## src/rtl/mmio_uart_pkg.sv

```systemverilog
// Shared types and register-map constants for the memory-mapped UART transmitter.
// Offsets are relative to the start of the 16-byte register window.
package mmio_uart_pkg;

    typedef enum logic [1:0] {
        IDLE,
        START,
        DATA,
        STOP
    } uart_state_e;

    localparam logic [3:0] TXDATA_OFS = 4'h4;
    localparam logic [3:0] STATUS_OFS = 4'h8;

    // STATUS register bit positions
    localparam int STAT_BUSY    = 0;
    localparam int STAT_FULL    = 1;
    localparam int STAT_EMPTY   = 2;
    localparam int STAT_OVF     = 3;
    localparam int STAT_CNT_LSB = 4;

    localparam int UART_DATA_BITS = 8;

endpackage

```

## src/rtl/sync_fifo.sv

```systemverilog
// Single-clock circular-buffer FIFO with first-word-fall-through read data.
// Push while full and pop while empty are ignored.
module sync_fifo #(
    parameter int WIDTH = 8,
    parameter int DEPTH = 8
) (
    input  logic                       clk,
    input  logic                       srst,
    input  logic                       push,
    input  logic [WIDTH-1:0]           push_data,
    input  logic                       pop,
    output logic [WIDTH-1:0]           pop_data,
    output logic                       full,
    output logic                       empty,
    output logic [$clog2(DEPTH):0]     count
);

    localparam int AW = $clog2(DEPTH);
    localparam logic [AW:0] FULL_COUNT = (AW + 1)'(DEPTH);

    logic [WIDTH-1:0] mem [DEPTH];
    logic [AW-1:0]    rd_ptr_reg;
    logic [AW-1:0]    wr_ptr_reg;
    logic [AW:0]      count_reg;
    logic             push_ok;
    logic             pop_ok;

    assign full     = (count_reg == FULL_COUNT);
    assign empty    = (count_reg == '0);
    assign count    = count_reg;
    assign push_ok  = push && !full;
    assign pop_ok   = pop && !empty;
    assign pop_data = mem[rd_ptr_reg];

    // Pointers wrap naturally because DEPTH is a power of two.
    always_ff @(posedge clk) begin
        if (srst) begin
            rd_ptr_reg <= '0;
            wr_ptr_reg <= '0;
            count_reg  <= '0;
        end else begin
            if (push_ok) begin
                wr_ptr_reg <= wr_ptr_reg + 1'b1;
            end
            if (pop_ok) begin
                rd_ptr_reg <= rd_ptr_reg + 1'b1;
            end
            unique case ({push_ok, pop_ok})
                2'b10:   count_reg <= count_reg + 1'b1;
                2'b01:   count_reg <= count_reg - 1'b1;
                default: count_reg <= count_reg;
            endcase
        end
    end

    always_ff @(posedge clk) begin
        if (push_ok) begin
            mem[wr_ptr_reg] <= push_data;
        end
    end

endmodule

```

## src/rtl/mmio_uart_tx.sv

```systemverilog
// Memory-mapped UART transmitter: byte stores to TXDATA are queued and sent 8N1,
// STATUS exposes busy/full/empty/overflow/count for firmware polling.
module mmio_uart_tx
    import mmio_uart_pkg::*;
#(
    parameter int               WIDTH      = 32,
    parameter logic [WIDTH-1:0] BASE_ADDR  = 'h0001_0040,
    parameter int               CLK_DIV    = 868,
    parameter int               FIFO_DEPTH = 8
) (
    input  logic             clk_i,
    input  logic             rst_i,
    input  logic [WIDTH-1:0] addr_i,
    input  logic [WIDTH-1:0] wdata_i,
    input  logic             we_i,
    input  logic             one_byte_i,
    output logic             hit_o,
    output logic [WIDTH-1:0] rdata_o,
    output logic             tx_o,
    output logic             busy_o
);

    localparam int CW = $clog2(FIFO_DEPTH) + 1;
    localparam int BW = (CLK_DIV > 1) ? $clog2(CLK_DIV) : 1;
    localparam logic [BW-1:0] BAUD_LAST = BW'(CLK_DIV - 1);

    generate
        if (CLK_DIV < 2) begin : g_bad_clk_div
            $error("mmio_uart_tx: CLK_DIV must be at least 2");
        end
        if (FIFO_DEPTH < 2 || (FIFO_DEPTH & (FIFO_DEPTH - 1)) != 0) begin : g_bad_depth
            $error("mmio_uart_tx: FIFO_DEPTH must be a power of two, at least 2");
        end
        if (WIDTH < 8) begin : g_bad_width
            $error("mmio_uart_tx: WIDTH must be at least 8");
        end
    endgenerate

    // Address decode
    logic [WIDTH-1:0] ofs;
    logic             is_txdata;
    logic             is_status;
    logic             push_req;
    logic             unused_wdata;

    assign ofs          = addr_i - BASE_ADDR;
    assign hit_o        = (addr_i >= BASE_ADDR) && (ofs[WIDTH-1:4] == '0);
    assign is_txdata    = hit_o && (ofs[3:0] == TXDATA_OFS);
    assign is_status    = hit_o && (ofs[3:2] == STATUS_OFS[3:2]);
    assign push_req     = we_i && one_byte_i && is_txdata;
    assign unused_wdata = ^wdata_i[WIDTH-1:8];

    // FIFO
    logic          fifo_pop;
    logic [7:0]    fifo_data;
    logic          fifo_full;
    logic          fifo_empty;
    logic [CW-1:0] fifo_count;

    sync_fifo #(
        .WIDTH (UART_DATA_BITS),
        .DEPTH (FIFO_DEPTH)
    ) u_fifo (
        .clk       (clk_i),
        .srst      (rst_i),
        .push      (push_req),
        .push_data (wdata_i[7:0]),
        .pop       (fifo_pop),
        .pop_data  (fifo_data),
        .full      (fifo_full),
        .empty     (fifo_empty),
        .count     (fifo_count)
    );

    // Overflow is sticky until any write lands on STATUS.
    logic overflow_reg;

    always_ff @(posedge clk_i) begin
        if (rst_i) begin
            overflow_reg <= 1'b0;
        end else if (we_i && is_status) begin
            overflow_reg <= 1'b0;
        end else if (push_req && fifo_full) begin
            overflow_reg <= 1'b1;
        end
    end

    // Serializer
    uart_state_e   state_reg, state_next;
    logic [BW-1:0] baud_reg, baud_next;
    logic [2:0]    bit_reg, bit_next;
    logic [7:0]    shift_reg, shift_next;
    logic          tx_reg, tx_next;
    logic          baud_end;

    assign baud_end = (baud_reg == BAUD_LAST);

    always_ff @(posedge clk_i) begin
        if (rst_i) begin
            state_reg <= IDLE;
            baud_reg  <= '0;
            bit_reg   <= '0;
            shift_reg <= '0;
            tx_reg    <= 1'b1;
        end else begin
            state_reg <= state_next;
            baud_reg  <= baud_next;
            bit_reg   <= bit_next;
            shift_reg <= shift_next;
            tx_reg    <= tx_next;
        end
    end

    always_comb begin
        state_next = state_reg;
        baud_next  = baud_reg + 1'b1;
        bit_next   = bit_reg;
        shift_next = shift_reg;
        fifo_pop   = 1'b0;
        tx_next    = 1'b1;

        unique case (state_reg)
            IDLE: begin
                baud_next = '0;
                if (!fifo_empty) begin
                    fifo_pop   = 1'b1;
                    shift_next = fifo_data;
                    state_next = START;
                end
            end
            START: begin
                if (baud_end) begin
                    baud_next  = '0;
                    bit_next   = '0;
                    state_next = DATA;
                end
            end
            DATA: begin
                if (baud_end) begin
                    baud_next  = '0;
                    shift_next = shift_reg >> 1;
                    if (bit_reg == 3'd7) begin
                        state_next = STOP;
                    end else begin
                        bit_next = bit_reg + 1'b1;
                    end
                end
            end
            STOP: begin
                // Chain straight into the next start bit so frames stay contiguous.
                if (baud_end) begin
                    baud_next = '0;
                    if (!fifo_empty) begin
                        fifo_pop   = 1'b1;
                        shift_next = fifo_data;
                        state_next = START;
                    end else begin
                        state_next = IDLE;
                    end
                end
            end
            default: begin
                state_next = IDLE;
                baud_next  = '0;
            end
        endcase

        unique case (state_next)
            START:   tx_next = 1'b0;
            DATA:    tx_next = shift_next[0];
            default: tx_next = 1'b1;
        endcase
    end

    assign tx_o   = tx_reg;
    assign busy_o = (state_reg != IDLE) || !fifo_empty;

    // STATUS read mux; count field saturates at 15 for deep FIFOs.
    logic [3:0] count_sat;
    logic [7:0] status;

    generate
        if (CW > 4) begin : g_count_sat
            assign count_sat = (fifo_count > CW'(15)) ? 4'hF : fifo_count[3:0];
        end else begin : g_count_ext
            assign count_sat = 4'(fifo_count);
        end
    endgenerate

    always_comb begin
        status                              = '0;
        status[STAT_BUSY]                   = busy_o;
        status[STAT_FULL]                   = fifo_full;
        status[STAT_EMPTY]                  = fifo_empty;
        status[STAT_OVF]                    = overflow_reg;
        status[STAT_CNT_LSB+3:STAT_CNT_LSB] = count_sat;
    end

    assign rdata_o = is_status ? WIDTH'(status) : '0;

endmodule

```

## config.mk

```make
export PLATFORM = sky130hd
export DESIGN_NAME = mmio_uart_tx
export DESIGN_NICKNAME = d
export VERILOG_FILES = /design/src/rtl/mmio_uart_pkg.sv /design/src/rtl/sync_fifo.sv /design/src/rtl/mmio_uart_tx.sv
export SDC_FILE = /design/constraint.sdc
export NUM_CORES = 1
export LEC_CHECK = 0
export ABC_AREA = 1
export CAP_MARGIN = 20
export CORE_MARGIN = 2
export CORE_UTILIZATION = 47
export DETAILED_ROUTE_END_ITERATION = 8
export PLACE_DENSITY_LB_ADDON = 0.15
export SKIP_CTS_REPAIR_TIMING = 1
export SLEW_MARGIN = 20
export SYNTH_ARGS = -nofsm -noshare
export SYNTH_HDL_FRONTEND = slang
export SYNTH_SLANG_ARGS = --single-unit
```

## constraint.sdc

```tcl
create_clock -name clk_i -period 4.18 [get_ports clk_i]
set_input_delay 0.836 -clock clk_i [delete_from_list [all_inputs] [get_ports clk_i]]
set_output_delay 0.836 -clock clk_i [all_outputs]
set_load 0.05 [all_outputs]
```

==> Word level (Yosys, flattened, before mapping) <==
Memories as Yosys holds them, arrays and structs flattened. A register that Yosys moved wholly into a read port is not among the register bits.
Cells that the tools add are included.
{ "op_classes": {"n_reduce_logical": 23, "order_cmp": 1, "n_mux": 27, "eq_ne": 16, "addsub": 7} }
{ "op_table": {"columns": ["op", "n"], "rows": [
  ["32-bit by 17-bit >= comparator with 1-bit output (second input constant)", 1],
  ["8-bit 2-to-1 mux", 4],
  ["32-bit by 17-bit subtractor with 32-bit output (second input constant)", 1],
  ["28-bit zero test", 1],
  ["8-bit one-hot mux with 3 select lines", 1],
  ["10-bit one-hot mux with 2 select lines", 1],
  ["3-bit 2-to-1 mux", 5],
  ["10-bit by 1-bit adder with 10-bit output (second input constant)", 1],
  ["10-bit equality test (second input constant)", 1],
  ["2-bit equality test (second input constant)", 5],
  ["10-bit 2-to-1 mux", 1],
  ["2-bit 2-to-1 mux", 5],
  ["3-bit by 1-bit adder with 3-bit output (second input constant)", 3],
  ["1-bit logical AND", 9],
  ["2-bit inequality test (second input constant)", 4],
  ["2-bit one-hot mux with 4 select lines", 1],
  ["4-bit one-hot mux with 2 select lines", 1],
  ["2-bit by 1-bit equality test with 1-bit output (second input constant)", 3],
  ["3-bit one-hot mux with 2 select lines", 1],
  ["2-bit nonzero test", 3],
  ["1-bit 2-to-1 mux", 5],
  ["4-bit by 1-bit adder with 4-bit output (second input constant)", 1],
  ["4-bit by 3-bit equality test with 1-bit output (second input constant)", 1],
  ["4-bit equality test (second input constant)", 1],
  ["other kinds (12)", 14]
]} }
{ "word_totals": {"elab_cells": 85, "in_bits": 68, "out_inout_bits": 35, "mem_count": 1, "mem_bits_rw": 64, "regBits": 35} }
{ "mem_list": {"columns": ["memory", "words", "word_bits", "read_ports", "rd_ports_with_merged_regs", "wr", "line_no", "source"], "rows": [
  ["u_fifo.mem", 8, 8, 1, 1, 1, "sync_fifo.sv:21", "logic [WIDTH-1:0] mem [DEPTH];"]
]} }

==> Longest topological paths before layout <==
Gate-level depths: netlist of the first run.
{ "logic_depth": {"ltp_word": 8, "depth_mapped": 22, "depth_no_buf": 22} }

==> Hierarchy <==
Synthesis of the first run repeated with hierarchy kept, for this count alone.
{ "hier_totals": {"hier_cells": 706, "area_unflattened_um2": 5845.6} }
{ "by_module_without_submodules": {"columns": ["module", "seq_area_each_um2", "instances", "area_per_inst_um2", "cells_each"], "rows": [
  ["sync_fifo", 2182.1, 1, 3218.1, 276],
  ["mmio_uart_tx", 500.5, 1, 2627.5, 430]
]} }

==> Least setup slack after synthesis of the first run <==
No wires, ideal clock.
{ "synth_timing": {"path_type": "input port to output port", "start": "input addr_i[20]", "end": "output rdata_o[0]", "path_stages": 12, "t_arrival_ns": 3.032, "n_path_buf": 0, "t_required_ns": 3.344, "setup_slack_ns": 0.312, "path_cell_list": "nor2_1 > nand2_1 > a21oi_2 > nand2_1 > nand2_1 > nand3_1 > nor2_2 > nand2_2 > nor2_4 > and2_2 > nand3_4 > a21oi_1"} }
{ "synth_between": {"elab_chain_len": 5, "word_cells_on_any_way": 6, "classes_between": "add/sub: 1; order compare: 1; mux: 1; reduce/logical: 3"} }
{ "synth_rtl": {"columns": ["item", "line_no", "source"], "rows": [
  ["start, declared", "mmio_uart_tx.sv:13", "input logic [WIDTH-1:0] addr_i,"],
  ["32-bit by 17-bit subtractor with 32-bit output", "mmio_uart_tx.sv:46", "assign ofs = addr_i - BASE_ADDR;"],
  ["28-bit zero test", "mmio_uart_tx.sv:47", "assign hit_o = (addr_i >= BASE_ADDR) && (ofs[WIDTH-1:4] == '0);"],
  ["1-bit logical AND *", "mmio_uart_tx.sv:47", null],
  ["named net hit_o", "mmio_uart_tx.sv:17", "output logic hit_o,"],
  ["1-bit logical AND *", "mmio_uart_tx.sv:49", "assign is_status = hit_o && (ofs[3:2] == STATUS_OFS[3:2]);"],
  ["8-bit 2-to-1 mux *", "mmio_uart_tx.sv:199", "assign rdata_o = is_status ? WIDTH'(status) : '0;"],
  ["end, declared", "mmio_uart_tx.sv:18", "output logic [WIDTH-1:0] rdata_o,"]
]} }
Mark *: on every way through the listed nets, which the timed path passes. The rest lies on a longest branch.

==> Final worst setup path of the first run <==
{ "layout_timing": {"start": "input addr_i[17]", "end": "output rdata_o[1]"} }
{ "layout_between": {"elab_chain_len": 5, "word_cells_on_any_way": 6, "classes_between": "add/sub: 1; order compare: 1; mux: 1; reduce/logical: 3"} }
{ "layout_rtl": {"columns": ["item", "line_no"], "rows": [
  ["32-bit by 17-bit subtractor with 32-bit output", "mmio_uart_tx.sv:46"],
  ["28-bit zero test", "mmio_uart_tx.sv:47"],
  ["1-bit logical AND *", "mmio_uart_tx.sv:47"],
  ["1-bit logical AND *", "mmio_uart_tx.sv:49"],
  ["8-bit 2-to-1 mux *", "mmio_uart_tx.sv:199"]
]} }
Every way passes the cells marked *; elsewhere a longest branch is shown, timed or not.

==> results of run 1 <==
cell usage in the layout, fill, tap and decap left out, drive strengths merged, types with 4 or more instances in the layout:
| cell | n |
|---|---|
| conb | 24 |
| clkbuf | 10 |
| a21oi | 24 |
| edfxtp | 64 |
| nand2 | 130 |
| buf | 22 |
| nor2 | 100 |
| nand3 | 43 |
| nand4 | 12 |
| ha | 13 |
| dfxtp | 38 |
| o211ai | 4 |
| clkdlybuf4s50 | 44 |
| nor3 | 18 |
| o21ai | 52 |
| o22ai | 14 |
| inv | 72 |
layer usage:
| metal | global-route usage [%] | up-vias | routed length [microns] |
|---|---|---|---|
| met5 | 0 | - | 0 |
| met4 | 6.75 | 0 | 170 |
| met3 | 4.57 | 14 | 432 |
| met2 | 32.2 | 94 | 5770 |
| met1 | 22.8 | 2040 | 5160 |
| li1 | - | 2267 | - |
power by group through the flow:
stage / combinational [mW] / clock (mW) / sequential [mW]
floorplan: 0.886 / 0 / 1.23
global placement: 1.14 / 0 / 1.25
detailed placement: 1.17 / 0 / 1.25
CTS: 1.18 / 0.850 / 1.23
global route: 1.36 / 0.888 / 1.24
finish: 1.20 / 0.831 / 1.23
through the flow:
step	utilization [%]	worst slack (ns)	std cells	power, mW	hold slack (ns)
3_3_place_gp	54.4	0.154	839	2.39	0.429
2_1_floorplan	-	0.312	669	2.12	0.418
6_report	57.7	0.176	858	3.26	0.446
4_1_cts	57.0	0.140	855	3.26	0.451
5_1_grt	57.7	-0.0329	858	3.49	0.472
3_5_place_dp	54.4	0.0828	839	2.42	0.437
area by class of cell:
class / count / area, sq um
multi-input cells: 460 / 2410
flip-flops and latches: 102 / 2680
clock buffers: 10 / 229
well taps: 143 / 179
inverters: 70 / 263
clock inverters: 6 / 67.6
repair buffers: 67 / 731
fillers: 1012 / 4810
path summary, 6_finish.rpt:
kind / endpoint / slack, ns / cells after the start
hold reg to reg: baud_reg[0] / 0.45 / 1
hold / removal: baud_reg[0] / 0.45 / 1
setup reg to reg: u_fifo.count[3] / 1.09 / 15
setup / recovery: rdata_o[1] / 0.18 / 14
logic make-up (layout without fill, tap and decap cells):
| kind of cell | Yosys count | count (layout) | share of synthesized area [%] |
|---|---|---|---|
| simple gates | 315 | 315 | 27.0 |
| buf+inv | 107 | 153 | 9.10 |
| xor+xnor | 1 | 1 | 0.161 |
| fa+ha+maj | 14 | 14 | 3.35 |
| compound gates | 106 | 106 | 11.1 |
| other cells | 1 | 24 | 0.0689 |
| flops | 102 | 102 | 49.3 |
critical path, cell delays in order:
cell             delay [ns]
clkdlybuf4s50_1        0.48
nor2_4                 0.19
nand2_1                0.09
a21oi_2                0.22
nand2_1                0.08
nand2_1                0.07
nand3_1                0.09
nor2_2                 0.12
nand2_2                0.07
nor2_4                 0.14
and2_4                 0.20
nand3_4                0.17
nor3_4                 0.24
buf_12                 0.16
==> summary.txt, run 1 <==
Synth
  • Synth top area cells: edfxtp_1 (35%), dfxtp_1 (14%), nand2_1 (8.5%)
  • Fraction of registers with async set/reset: 0%
  • Cell Area, Synth: ~0.0054 sq mm
  • EDFF count, synth: 64
  • Largest area contributor in the netlist: edfxtp_1
  • Post-synth top area share: 35.3%
  • Post-synth cell types: 43
  • Register area share after synthesis: 49.3%
  • Most instantiated cells after synthesis: nand2_1 (123), nor2_1 (84), edfxtp_1 (64)
  • Post-synth top flop: edfxtp_1
  • Top-count cell post-synth: nand2_1
  • Post-Syn Instances: 646
  • YS warnings: 0
  • Syn_area_per_cell: 8.43 sq um
  • FF+latch count, synth: a little over 100

GRT
  • Number of global-route vias before repair: roughly 4100
  • Antenna violations before repair: 0
  • Total Routing Usage GR: 18.7%
  • Largest net degree at the start of global routing: 34
  • Overflow after GRT: 0
  • First-pass GRT wire length: 18700 microns

Worst setup path
  • Critical path peak fanout: 8
  • CP Class: in -> out
  • Worst r2r src: baud_reg[0]
  • Endpoint class of the critical path: primary output
  • Crit path DAT: 3.17 ns
  • Worst Path Required: 3.34 ns
  • Crit path launch type: input pin
  • Worst Setup SP: addr_i[17]

Layout
  • Area growth, synth to finish: 20.5%
  • Max reg flops: between 60 and 70
  • Fin nets: 792
  • Share of cells above drive strength 1: between 10% and 20%
  • Number of diodes: 0
  • Post-route cell area: 0.00656 sq mm

Power and ir drop
  • Worst VDD drop: 0.000377 V
  • Flop pwr share: 37.7%
  • Leak Pwr: 2.50 nW
  • Clock share of power: 25.5%
  • P per Cell Area: slightly below 500 mW/mm^2
  • Sw Pwr: 1.24 mW
  • Comb power frac: 36.8%
  • Sw Share: a little under two fifths
  • Internal power: 2.02 mW

Route
  • Post-DR wirelength/cell: 13.4 microns
  • DRC: 0
  • Drt initial violations: between 300 and 400
  • Via density: 5.15
  • Vias after detailed routing: 4415
  • Drt total wl: around 12000 microns
  • Post-DRT Antenna Nets: 0
  • First-pass DRT Iterations: 5

STA
  • Clk_skew: between 0.008 and 0.009 ns
  • Max_slew headroom: 37.0%
  • Fmax: ~250 MHz
  • Total negative slack: 0 ns
  • Tmin final: 4.00 ns
  • Slew at the pin closest to its max-slew limit: 0.944 ns
  • Final Hold Fails: 0
  • Final setup fails: 0
  • Max-slew violation count: 0
  • Crit share post-route: 95.8%

Clock network
  • Num CTS Buffers: 9
  • Clock buffer depth: 2
  • Sinks on Clock Net: 102
  • CTS tree: done
  • Worst-path clk slew: 0.06 ns
  • Max H-tree Level: 3
  • Clock Tree Root: clkbuf_16
  • Latest clock arrival within the worst-skew pair: 0.34 ns

Placement
  • Dpl hpwl: 8080 microns
  • Placed cell area: 0.00618 sq mm
  • Routability-driven placement congestion ratio: 0.863
  • Port bufs: 54

Status
  • Result of the run: complete, no violations

Floorplan
  • Core Box Area: 0.0114 sq mm
  • Row cnt: 39
  • Die X: between 100 and 150 microns
  • Starting density of the core: 47.9%
  • Die Footprint: 0.0125 sq mm
  • Chip height: around 110 microns
  • Boundary Pins: 103

Worst hold path
  • Min-Delay Startpoint: baud_reg[0]
  • Worst Hold Class: reg -> reg

Run
  • Max-Cap Viols: 0
(Power assumes the default switching activity.)
==> run 2, diff against run 1 <==
--- a/config.mk
+++ b/config.mk
@@ -9,9 +9,9 @@
 export CAP_MARGIN = 20
 export CORE_MARGIN = 2
 export CORE_UTILIZATION = 47
+export CTS_BUF_LIST = sky130_fd_sc_hd__clkbuf_8
 export DETAILED_ROUTE_END_ITERATION = 8
 export PLACE_DENSITY_LB_ADDON = 0.15
-export SKIP_CTS_REPAIR_TIMING = 1
 export SLEW_MARGIN = 20
 export SYNTH_ARGS = -nofsm -noshare
 export SYNTH_HDL_FRONTEND = slang
==> constraint.sdc (replaced) <==
create_clock -name clk_i -period 3.7 [get_ports clk_i]
set_input_delay 0.74 -clock clk_i [delete_from_list [all_inputs] [get_ports clk_i]]
set_output_delay 0.74 -clock clk_i [all_outputs]
set_load 0.05 [all_outputs]
==> run 2 against run 1 <==
Flip-flop and latch count unchanged. Non-clock buffer count up 20. Core utilization up 1.4 points. Critical path depth down 1. Cell count up 2.3%. Critical endpoint unchanged. Routed wire length up 3.1%. First-iteration DRC count down 16%. Register-to-register slack worse by 0.53 ns.
==> summary.txt, run 2 (synthesis gave the netlist of run 1 again) <==
Clock network
  • Clock Tree Root: clkbuf_8
  • CTS tree: done
  • Num CTS Buffers: 9
  • Worst-path clk slew: about 0.09 ns
  • Clock buffer depth: 2
  • Max H-tree Level: 3
  • Latest clock arrival within the worst-skew pair: 0.37 ns
  • Sinks on Clock Net: 102

Worst setup path
  • Endpoint class of the critical path: primary output
  • Worst Path Required: 2.96 ns
  • Slowest CP cell: clkdlybuf4s50_1
  • Crit path launch type: input pin
  • CP Class: in -> out
  • Critical Path Sink: rdata_o[1]
  • Reg2reg end: u_fifo.count[3]
  • Worst r2r src: baud_reg[0]
  • Crit path DAT: approximately 2.8 ns
  • Worst reg2reg setup slack: 0.56 ns
  • Critical path peak fanout: 8
  • Worst Setup SP: addr_i[24]
  • Slowest stage delay, CP: ~0.43 ns
  • Worst-path cell chain: clkdlybuf4s50_1 > buf_4 > nor2_1 > nand2_1 > nor2_2 > nand4_1 > nand2_1 > nand3_1 > nor2_2 > and2_4 > nand3_4 > nor3_4 > buf_12
  • Worst r2r path cells: 15

STA
  • Tmin final: 3.54 ns
  • Crit share post-route: 95.7%
  • Max_slew headroom: 38.3%
  • Final Hold Fails: 0
  • Slew at the pin closest to its max-slew limit: between 0.9 and 1 ns
  • Hold slack: 0.455 ns
  • Max-slew violation count: 0
  • Worst Slack Setup Final: 0.159 ns
  • Clk_skew: 0.0116 ns
  • Final setup fails: 0
  • Fmax: ~280 MHz
  • Unrepaired setup endpoints after global routing: false

Status
  • Result of the run: complete, no violations

Placement
  • Port bufs: 54
  • Placed cell area: 0.00632 sq mm
  • Routability-driven placement congestion ratio: 0.863
  • Placed Instances: 857
  • Dpl hpwl: 8230 microns
  • Pre-CTS WS: -0.192 ns

GRT
  • Total Routing Usage GR: roughly a fifth
  • Largest net degree at the start of global routing: 34
  • Antenna violations before repair: 0
  • Number of global-route vias before repair: ~4200
  • First-pass GRT wire length: 19400 microns
  • Overflow after GRT: 0

Route
  • Vias after detailed routing: 4490
  • Drt total wl: 11900 microns
  • Via density: 5.11
  • First-pass DRT Iterations: 5
  • Post-DR wirelength/cell: 13.5 microns
  • Post-DRT Antenna Nets: 0
  • Drt initial violations: 267
  • DRC: 0

Run
  • Max-Cap Viols: 0

Layout
  • Area growth, synth to finish: 23.5%
  • Final non-filler cell total: 878
  • Finished Core Util: 59.1%
  • FILL cells: 1001
  • Most common cell after layout, fill and taps aside: nand2_1
  • Area of the multi-input gates: between 0.002 and 0.0025 sq mm
  • Post-route cell area: 0.00672 sq mm
  • Fin nets: 812
  • Share of cells above drive strength 1: 16.5%
  • Reg area: 0.00268 sq mm
  • Number of diodes: 0
  • Commonest non-fill, non-tap cells in the layout: nand2_1 (117), nor2_1 (69), edfxtp_1 (64)
  • Max reg flops: 64

Floorplan
  • Boundary Pins: 103
  • Row cnt: 39
  • Starting density of the core: between 40% and 50%
  • Chip height: between 100 and 150 microns
  • Core Box Area: between 0.01 and 0.015 sq mm
  • Die X: 112 microns
  • Die Footprint: 0.0125 sq mm

Power and ir drop
  • P per Cell Area: 503 mW/mm^2
  • Leak Pwr: 2.73 nW
  • Worst VDD drop: 0.000374 V

Worst hold path
  • Worst Hold Class: reg -> reg
==> run 2: stage by stage <==
step | power, mW | TNS (ns)
2_1_floorplan | 2.39 | 0
3_3_place_gp | 2.71 | -0.107
3_5_place_dp | 2.74 | -0.458
4_1_cts | 3.38 | -0.00989
5_1_grt | 3.65 | 0
6_report | 3.38 | 0
==> run 2: final cells by class <==
cell class	instances	share of cell area [%]
Multi-Input combinational cell	460	36.9
Tap cell	143	2.66
Clock inverter	7	0.763
Sequential cell	102	39.9
Clock buffer	9	1.84
Timing Repair Buffer	87	14.0
Inverter	70	3.91
==> run 2: power breakdown <==
| group | switching (mW) | total, mW | internal [mW] |
|---|---|---|---|
| logic | 0.906 | 1.36 | 0.457 |
| registers | 0.0909 | 1.39 | 1.30 |
| clock network | 0.382 | 0.630 | 0.248 |
==> run 2: worst min path at each step <==
| stage | start | end | slack (ns) | depth (start not counted) |
|---|---|---|---|---|
| global route | baud_reg[0] | baud_reg[0] | 0.47 | 1 |
| finish | baud_reg[0] | baud_reg[0] | 0.46 | 1 |
| floorplan | baud_reg[0] | baud_reg[0] | 0.42 | 1 |
| CTS | baud_reg[0] | baud_reg[0] | 0.45 | 1 |
| detailed placement | baud_reg[0] | baud_reg[0] | 0.44 | 1 |
| global placement | baud_reg[0] | baud_reg[0] | 0.43 | 1 |
==> run 2: routing by layer <==
metal | part of all wire [%] | GRT usage [%] | wire, microns
met5 | 0 | 0 | 0
met2 | 51 | 34.3 | 6080
met1 | 44 | 23.8 | 5280
met4 | 0.59 | 5.35 | 70
met3 | 3.7 | 4.19 | 445
==> run 2: critical path: cells and delay by family <==
kind / cells / cell delay (ns)
and+or+nand+nor: 10 / 1.29
buffers and inverters: 3 / 0.75
==> run 2: timing repair <==
| action | in CTS | in global routing |
|---|---|---|
| pin swaps | 0 | 21 |
| resized for setup | 3 | 55 |
| hold endpoints to repair | 0 | 0 |
| setup buffers | 0 | 5 |
| hold buffers | 0 | 0 |
| endpoints found under the setup margin | 8 | 9 |
==> run 3, diff against run 2 <==
--- a/config.mk
+++ b/config.mk
@@ -10,6 +10,7 @@
 export CORE_MARGIN = 2
 export CORE_UTILIZATION = 47
 export CTS_BUF_LIST = sky130_fd_sc_hd__clkbuf_8
+export CTS_CLUSTER_DIAMETER = 60
 export DETAILED_ROUTE_END_ITERATION = 8
 export PLACE_DENSITY_LB_ADDON = 0.15
 export SLEW_MARGIN = 20
==> constraint.sdc (replaced) <==
create_clock -name clk_i -period 4.2 [get_ports clk_i]
set_input_delay 0.84 -clock clk_i [delete_from_list [all_inputs] [get_ports clk_i]]
set_output_delay 0.84 -clock clk_i [all_outputs]
set_load 0.05 [all_outputs]
==> run 3 against run 2 <==
Total power shrank 13%. Via count fell by 2.4%. Sequential share of layout area is 2.2 points higher. Clock power down 12%. Global-route usage is 0.72 points lower. Routed wire length is 4.7% lower. Hold slack worse by 0.0094 ns. Highest routed layer unchanged.
==> summary.txt, run 3 (synthesis gave the netlist of run 1 again) <==
Status
  • Result of the run: complete, no violations

Worst setup path
  • Worst r2r path cells: 15
  • Critical path peak fanout: 8
  • Crit path max-delay family: simple AND/OR/NAND/NOR gates
  • Slowest CP cell: clkdlybuf4s50_1
  • Worst Setup SP: addr_i[12]
  • CP dominant cell by count: nand2_1
  • Endpoint class of the critical path: primary output
  • Worst Path Required: between 3 and 4 ns
  • Worst r2r src: baud_reg[0]
  • Crit path launch type: input pin
  • CP Depth: 15
  • Reg2reg end: u_fifo.count[3]
  • Worst reg2reg setup slack: 1.12 ns
  • Crit path DAT: 3.14 ns
  • Critical Path Sink: rdata_o[1]
  • Worst-path cell chain: clkdlybuf4s50_1 > nor2_1 > nand2_1 > nor2_1 > nand2_1 > nand2_1 > nand2_1 > nand2_1 > nor2_1 > nand3_1 > nor2_2 > and2_4 > nand3_4 > nor3_2 > buf_12
  • CP bufs+invs: 2
  • Slowest stage delay, CP: 0.57 ns
  • CP Class: in -> out

STA
  • Crit share post-route: 94.9%
  • Slew at the pin closest to its max-slew limit: around 0.91 ns
  • Total negative slack: 0 ns
  • Final Hold Fails: 0
  • Clk_skew: 0.0116 ns
  • Max-slew violation count: 0
  • Fmax: 251 MHz
  • Max_slew headroom: 39.1%
  • Tmin final: roughly 4.0 ns
  • Final setup fails: 0
  • Unrepaired setup endpoints after global routing: false

Route
  • Via density: 5.14
  • First-pass DRT Iterations: 5
  • Vias after detailed routing: 4381
  • Drt initial violations: 316
  • DRC: 0
  • Post-DR wirelength/cell: 13.3 microns
  • Drt total wl: 11300 microns
  • Post-DRT Antenna Nets: 0

Clock network
  • Clock buffer depth: 2
  • Sinks on Clock Net: a little over 100
  • Num CTS Buffers: 9
  • CTS tree: done
  • Latest clock arrival within the worst-skew pair: 0.37 ns
  • Max H-tree Level: 3
  • Clock Tree Root: clkbuf_8
  • Worst-path clk slew: 0.08 ns

Placement
  • Routability-driven placement congestion ratio: between 0.8 and 0.9
  • Placed cell area: ~0.0062 sq mm
  • Placed Instances: 839
  • Port bufs: 54
  • Dpl hpwl: roughly 8100 microns

Layout
  • Post-route cell area: 0.00638 sq mm
  • Max reg flops: between 60 and 70
  • Share of cells above drive strength 1: 10.7%
  • Fin nets: 789
  • Number of diodes: 0
  • Commonest non-fill, non-tap cells in the layout: nand2_1 (123), nor2_1 (81), edfxtp_1 (64)
  • Most common cell after layout, fill and taps aside: nand2_1
  • Final non-filler cell total: 853
  • Area growth, synth to finish: 17.1%

GRT
  • Largest net degree at the start of global routing: 34
  • Antenna violations before repair: 0
  • First-pass GRT wire length: 18800 microns
  • Overflow after GRT: 0
  • Total Routing Usage GR: 18.6%
  • Number of global-route vias before repair: 4158

Floorplan
  • Core Box Area: approximately 0.011 sq mm
  • Die X: 112 microns
  • Row cnt: 39
  • Starting density of the core: around 48%
  • Chip height: 112 microns
  • Die Footprint: 0.0125 sq mm
  • Boundary Pins: 103

Worst hold path
  • Worst Hold Class: reg -> reg
  • Min-Delay Startpoint: baud_reg[0]

Power and ir drop
  • Worst VDD drop: 0.000357 V
  • P per Cell Area: 463 mW/mm^2
  • Leak Pwr: roughly 2.4 nW

Run
  • Max-Cap Viols: 0
## run 3: worst min-delay path by stage
stage / endpoint / slack, ns / cells past startpoint
final: baud_reg[0] / 0.45 / 1
after global routing: baud_reg[0] / 0.48 / 1
after CTS: baud_reg[0] / 0.45 / 1
after detailed placement: baud_reg[0] / 0.44 / 1
after global placement: baud_reg[0] / 0.43 / 1
after floorplan: baud_reg[0] / 0.42 / 1
## run 3: final cells by class
| type | count | area [sq um] |
|---|---|---|
| clock inverter | 5 | 45.0 |
| fill | 1053 | 4990 |
| tap | 143 | 179 |
| sequential | 102 | 2680 |
| timing repair buffer | 64 | 706 |
| multi-input combinational | 460 | 2380 |
| inverter | 70 | 263 |
| clock buffer | 9 | 124 |
## run 3: where the power goes
group          internal, mW  switching, mW
Sequential             1.14         0.0778
Combinational         0.392          0.783
Clock                 0.218          0.337
Total                  1.75           1.20
## run 3: metrics by stage
step | util (%) | hold slack [ns] | power, mW | setup slack, ns
2_1_floorplan | - | 0.418 | 2.11 | 0.324
3_3_place_gp | 54.4 | 0.429 | 2.38 | 0.169
3_5_place_dp | 54.4 | 0.440 | 2.41 | 0.0900
4_1_cts | 55.9 | 0.454 | 2.96 | 0.139
5_1_grt | 56.1 | 0.480 | 3.18 | 0.00941
6_report | 56.1 | 0.446 | 2.95 | 0.215
## run 3: worst reg2reg max path: stages, from the launching register on
cell and delay, ns:
dfxtp_1 0.36, ha_1 0.19, nand2_1 0.10, nor3_1 0.33, a21oi_1 0.26, nor3_2 0.41, ha_1 0.28, ha_1 0.27
nand2_1 0.08, nor2_1 0.04, a211oi_1 0.25, nor2_1 0.07, nor2_1 0.09, nand2_1 0.06, o21ai_0 0.15, a21oi_1 0.05
## run 3: what timing repair did
| action | 4_1_cts | 5_1_grt |
|---|---|---|
| hold buffers | 0 | 0 |
| endpoints found under the setup margin | 0 | 8 |
| buffers inserted | 0 | 0 |
| resized for setup | 0 | 7 |
## run 3: metal layers
layer	up-vias	global-route usage [%]	part of all wire (%)
met4	0	6.01	1.4
li1	2258	-	-
met2	83	32.9	50
met3	14	4.68	3.9
met1	2026	22.3	45
met5	-	0	0
==> patch 1, RTL diff (settings of run 1) <==
Reset style: asynchronous (`rst_i` and `srst`), changed in 3 clocked blocks.
--- a/src/rtl/sync_fifo.sv
+++ b/src/rtl/sync_fifo.sv
@@ -33,7 +33,7 @@
     assign pop_data = mem[rd_ptr_reg];
 
     // Pointers wrap naturally because DEPTH is a power of two.
-    always_ff @(posedge clk) begin
+    always_ff @(posedge clk or posedge srst) begin
         if (srst) begin
             rd_ptr_reg <= '0;
             wr_ptr_reg <= '0;
--- a/src/rtl/mmio_uart_tx.sv
+++ b/src/rtl/mmio_uart_tx.sv
@@ -75,7 +75,7 @@
     // Overflow is sticky until any write lands on STATUS.
     logic overflow_reg;
 
-    always_ff @(posedge clk_i) begin
+    always_ff @(posedge clk_i or posedge rst_i) begin
         if (rst_i) begin
             overflow_reg <= 1'b0;
         end else if (we_i && is_status) begin
@@ -95,7 +95,7 @@
 
     assign baud_end = (baud_reg == BAUD_LAST);
 
-    always_ff @(posedge clk_i) begin
+    always_ff @(posedge clk_i or posedge rst_i) begin
         if (rst_i) begin
             state_reg <= IDLE;
             baud_reg  <= '0;
Formal check against the unedited RTL: differs if rst_i is asserted again (counterexample within 4 cycles, from zero or initial values and one cycle with rst_i high); with rst_i held inactive, the same outputs for 10 cycles.
==> patch 1 against run 1 <==
- via count rose by 9.1%
- synthesized area up 7.6%
- global-route usage up 2.0 points
- final area increased by 7.4%
- critical path depth rose by 1
- sequential cell count shrank 3
- routed wire length grew 15%
- setup slack gained 0.035 ns
- critical endpoint unchanged
Power is not compared: it rests on default switching activity, and its combinational part moved more than twofold at a synthesized area within 25%.
==> patch 1: results (changes against run 1) <==
[cells_and_area]
n_fill_cell = 1103  ; +9.0%
inverters = 77  ; +10%
seq_cells = 99  ; -2.9%
comb.multi_input.count = 514  ; +12%
seqCellArea_um2 = 2800  ; +4.3%
areaGrowthSynthToFinish_pct = 20.2
signal_buffers = 67  ; unchanged
bufAreaShareNonClock_pct = 10.7  ; -0.48 points
finalNetCount = 850  ; +7.3%
multi_input_area_share_pct = 38.3  ; +1.6 points

[grt]
grt_first_pass_wirelength_um = 21600  ; +15%
track_usage_pct = 20.7  ; +2.0 points
grt_max_degree = 36  ; +5.9%
grt_pass1_vias = 4623  ; +12%

[drt]
via_count = 4817  ; +9.1%
drt_iter0_drc = 347  ; +9.5%
wl_um = 13300  ; +15%
routedWlPerCell_um = 14.1  ; +5.2%

[logic_synthesis]
synth_cells = 702  ; +8.7%
muxShareOfSynthArea_pct = 0  ; unchanged
synthTopCellsByArea = edfxtp_1 (33%), dfrtp_1 (15%), nand2_1 (9.7%)
synth_commonest_cells = nand2_1 (152), nor2_1 (114), inv_1 (72)
synth-compound-area-share_pct = 10.2  ; -0.87 points
synth_xor_area_share_pct = 1.20  ; +1.0 points
synth-seq-area-share_pct = 47.8  ; -1.5 points
synth-adder-area-share_pct = 3.12  ; -0.24 points
async_flop_share_pct = 35.4  ; +35 points
synth.distinct_cells = 48  ; +12%

[sta]
skew_ns = 0.00913  ; +0.000254 ns
hold_slack_ns = 0.468  ; +0.0219 ns
worst_slew_pin_slew_ns = 0.948  ; +0.00369 ns
max_freq_ghz = 0.252  ; +0.87%

[place]
gp_congestion = 0.885  ; +2.6%
pre_cts_slack_ns = 0.0624  ; -0.0204 ns
dpl.cell_count = 923  ; +10%
dp.final_hpwl_um = 9470  ; +17%
dpl_cell_area_um2 = 6650  ; +7.5%

[critical_path]
crit_path_start = addr_i[13]
r2r-start = baud_reg[0]
ff2ff_path_depth = 16  ; +1
critPathMaxFanout = 5  ; -3
cp.arrival_ns = 3.13  ; -0.04 ns
r2r_end = u_fifo.count[3]
r2r_setup_slack_ns = 0.89  ; -0.20 ns

[power_and_ir_drop]
power_leakage_nw = 2.97
power.total_mw = 2.04

[floorplan]
row_count = 40  ; +2.6%

[status]
status = finished, final reports clean

[clock_tree]
cts_buffers = 9  ; unchanged

[hold_path]
min_to = baud_reg[0]
hp-start = baud_reg[0]

-- patch 1: changes by cell type after synthesis, sizes merged, moves of 3 or more --
| cell | before | now |
|---|---|---|
| dfrtp | 0 | 34 |
| dfxtp | 38 | 0 |
| nor2 | 100 | 132 |
| o21a | 3 | 0 |
| inv | 69 | 76 |
| nand2 | 130 | 159 |
| a21oi | 24 | 16 |
| o21ai | 52 | 56 |
| nor3 | 18 | 12 |
| xor2 | 0 | 6 |
| nand4 | 12 | 8 |
-- patch 1: logic make-up after synthesis --
family,Yosys count
XOR/XNOR,8
buffers and inverters,113
adder cells (fa/ha/maj),14
AO/OA/AOI/OAI,101
AND/OR/NAND/NOR,366
other,1
flip-flops,99
-- patch 1: routing by layer --
layer  global-route usage (%)  vias up  share of wire (%)  wire, um
li1                         -     2421                  -         -
met1                     26.8     2264                 45      5940
met2                     35.0      112                 49      6570
met3                     3.66       20                4.1       541
met4                     7.46        0                1.8       245
met5                        0        -                  0         0
==> patch 2, RTL diff (flow settings as in run 1) <==
Made on the original files. `FIFO_DEPTH`: 8 -> 16.
--- a/src/rtl/mmio_uart_tx.sv
+++ b/src/rtl/mmio_uart_tx.sv
@@ -6,7 +6,7 @@
     parameter int               WIDTH      = 32,
     parameter logic [WIDTH-1:0] BASE_ADDR  = 'h0001_0040,
     parameter int               CLK_DIV    = 868,
-    parameter int               FIFO_DEPTH = 8
+    parameter int               FIFO_DEPTH = 16
 ) (
     input  logic             clk_i,
     input  logic             rst_i,
Formal check against the unedited RTL: not equivalent (a bounded check fails within 10 cycles, from zero or initial values and one cycle with rst_i high).
==> patch 2 against run 1 <==
- critical path depth rose by 1
- die area rose by 54%
- critical path type unchanged
- sequential cell count rose by 68
- utilization fell by 1.0 points
- worst hold slack improved by 0.0017 ns
- via count rose by 47%
- synthesized area rose by 56%
- synthesized cell count rose by 44%
- total power rose by 55%
- routed wire length rose by 64%
- setup slack improved by 0.015 ns
- largest power group unchanged
- final area rose by 54%
- largest cell class unchanged
- highest routed layer unchanged
- final cell count rose by 45%
==> patch 2: results (changes against run 1) <==
[grt]
grt_pass1_vias = 5984  ; +45%
grt_first_pass_wirelength_um = 30100  ; +61%
use_met3_pct = 3.21  ; -1.4 points
grt_use_met2_pct = 33.3  ; +1.1 points
grtUsageMet1_pct = 26.6  ; +3.8 points
track_usage_pct = 19.8  ; +1.1 points
grt_max_degree = 65  ; +91%
antenna_found_initial = 0  ; unchanged

[sta]
skew_ns = 0.0104  ; +0.00149 ns
worst_slew_pin_slew_ns = 0.876  ; -0.0686 ns

[drt]
post_drt_via_cell_ratio = 5.23  ; +1.6%
m1WireLength_um = 8370  ; +62%
highest_layer = met4
met3_length_um = 1020  ; +140%
dr_wl_met2_um = 9300  ; +61%
drt_iter0_drc = 566  ; +79%
via_count = 6490  ; +47%
routedWlPerCell_um = 15.3  ; +14%

[clock_tree]
cts_buffers = 17  ; +8
ctsHtreeMaxLevel = 4  ; +1
clk_latency_ns = 0.43  ; +0.09 ns

[power_and_ir_drop]
peakVddDrop_uv = 350  ; -7.1%
power_leakage_nw = 3.86  ; +54%

[cells_and_area]
layout-drive-gt1-share_pct = 9.98  ; -1.6 points
diodes = 0  ; unchanged
finalNetCount = 1085  ; +37%
largest_reg_flops = 128  ; +100%

[place]
dpl_cell_area_um2 = 9430  ; +52%
pre_cts_slack_ns = 0.0229  ; -0.0599 ns
dpl.cell_count = 1209  ; +44%
gp_congestion = 0.857  ; -0.65%
dp.final_hpwl_um = 12700  ; +58%

[logic_synthesis]
synthTopCellsByArea = edfxtp_1 (45%), dfxtp_1 (9.9%), nor2_1 (7.9%)
yosys_warnings = 0  ; unchanged
async_flop_share_pct = 0  ; unchanged
synth.distinct_cells = 48  ; +12%
synth_commonest_cells = nor2_1 (180), nand2_1 (154), edfxtp_1 (128)
synth-seq-area-share_pct = 55.0  ; +5.7 points
post_synth.cell_area_avg_um2 = 9.18  ; +8.9%
synth_edf_count = 128  ; +100%

[status]
status = finished, final reports clean

[critical_path]
path_delay_family = simple AND/OR/NAND/NOR gates
critPathMaxFanout = 9  ; +1
cp.arrival_ns = 3.15  ; -0.02 ns
critical-path-max-stage-delay_ns = 0.46  ; -0.02 ns

[patch 2: final timing paths]
| kind | start | to | slack (ns) | cells past startpoint |
|---|---|---|---|---|
| worst max register to register | baud_reg[0] | u_fifo.count[4] | 0.92 | 19 |
| worst min register to register | baud_reg[0] | baud_reg[0] | 0.45 | 1 |
| worst min-delay path | baud_reg[0] | baud_reg[0] | 0.45 | 1 |
| worst max-delay path | addr_i[7] | rdata_o[2] | 0.19 | 15 |
[patch 2: cells by family after synthesis]
logic type | share of synthesized area [%]
adders and majority gates | 2.73
muxes | 2.12
other | 0.0440
xor gates and xnor gates | 0.514
DFF | 55.0
buffers and inverters | 7.45
AOI/OAI and AO/OA | 10.8
and+or+nand+nor | 21.4
[patch 2: report_power, final]
group	internal [mW]	total, mW	switching, mW
Combinational	0.450	1.29	0.836
Sequential	1.90	2.04	0.142
Clock	1.02	1.71	0.686
Total	3.37	5.04	1.66
[patch 2: area by class of cell]
| class | instances | area, um^2 |
|---|---|---|
| fill | 1549 | 7730 |
| sequential | 170 | 4690 |
| multi-input combinational | 639 | 3310 |
| timing repair buffer | 80 | 828 |
| clock buffer | 19 | 433 |
| inverter | 91 | 344 |
| tap | 229 | 287 |
| clock inverter | 13 | 210 |
[patch 2: worst reg2reg max path: stages (launching register included)]
cell and delay, ns:
dfxtp_1 0.35, ha_1 0.19, nand3b_1 0.09, nor2_1 0.09
nand3_1 0.22, inv_1 0.15, nand2_1 0.07, nand2_1 0.10
nand2_1 0.08, nor2_1 0.34, ha_1 0.31, inv_1 0.11
fa_1 0.42, nor2_1 0.13, a211oi_1 0.07, nand2_1 0.07
nand2_1 0.05, nor2_1 0.12, o21ai_0 0.09, a21oi_1 0.14
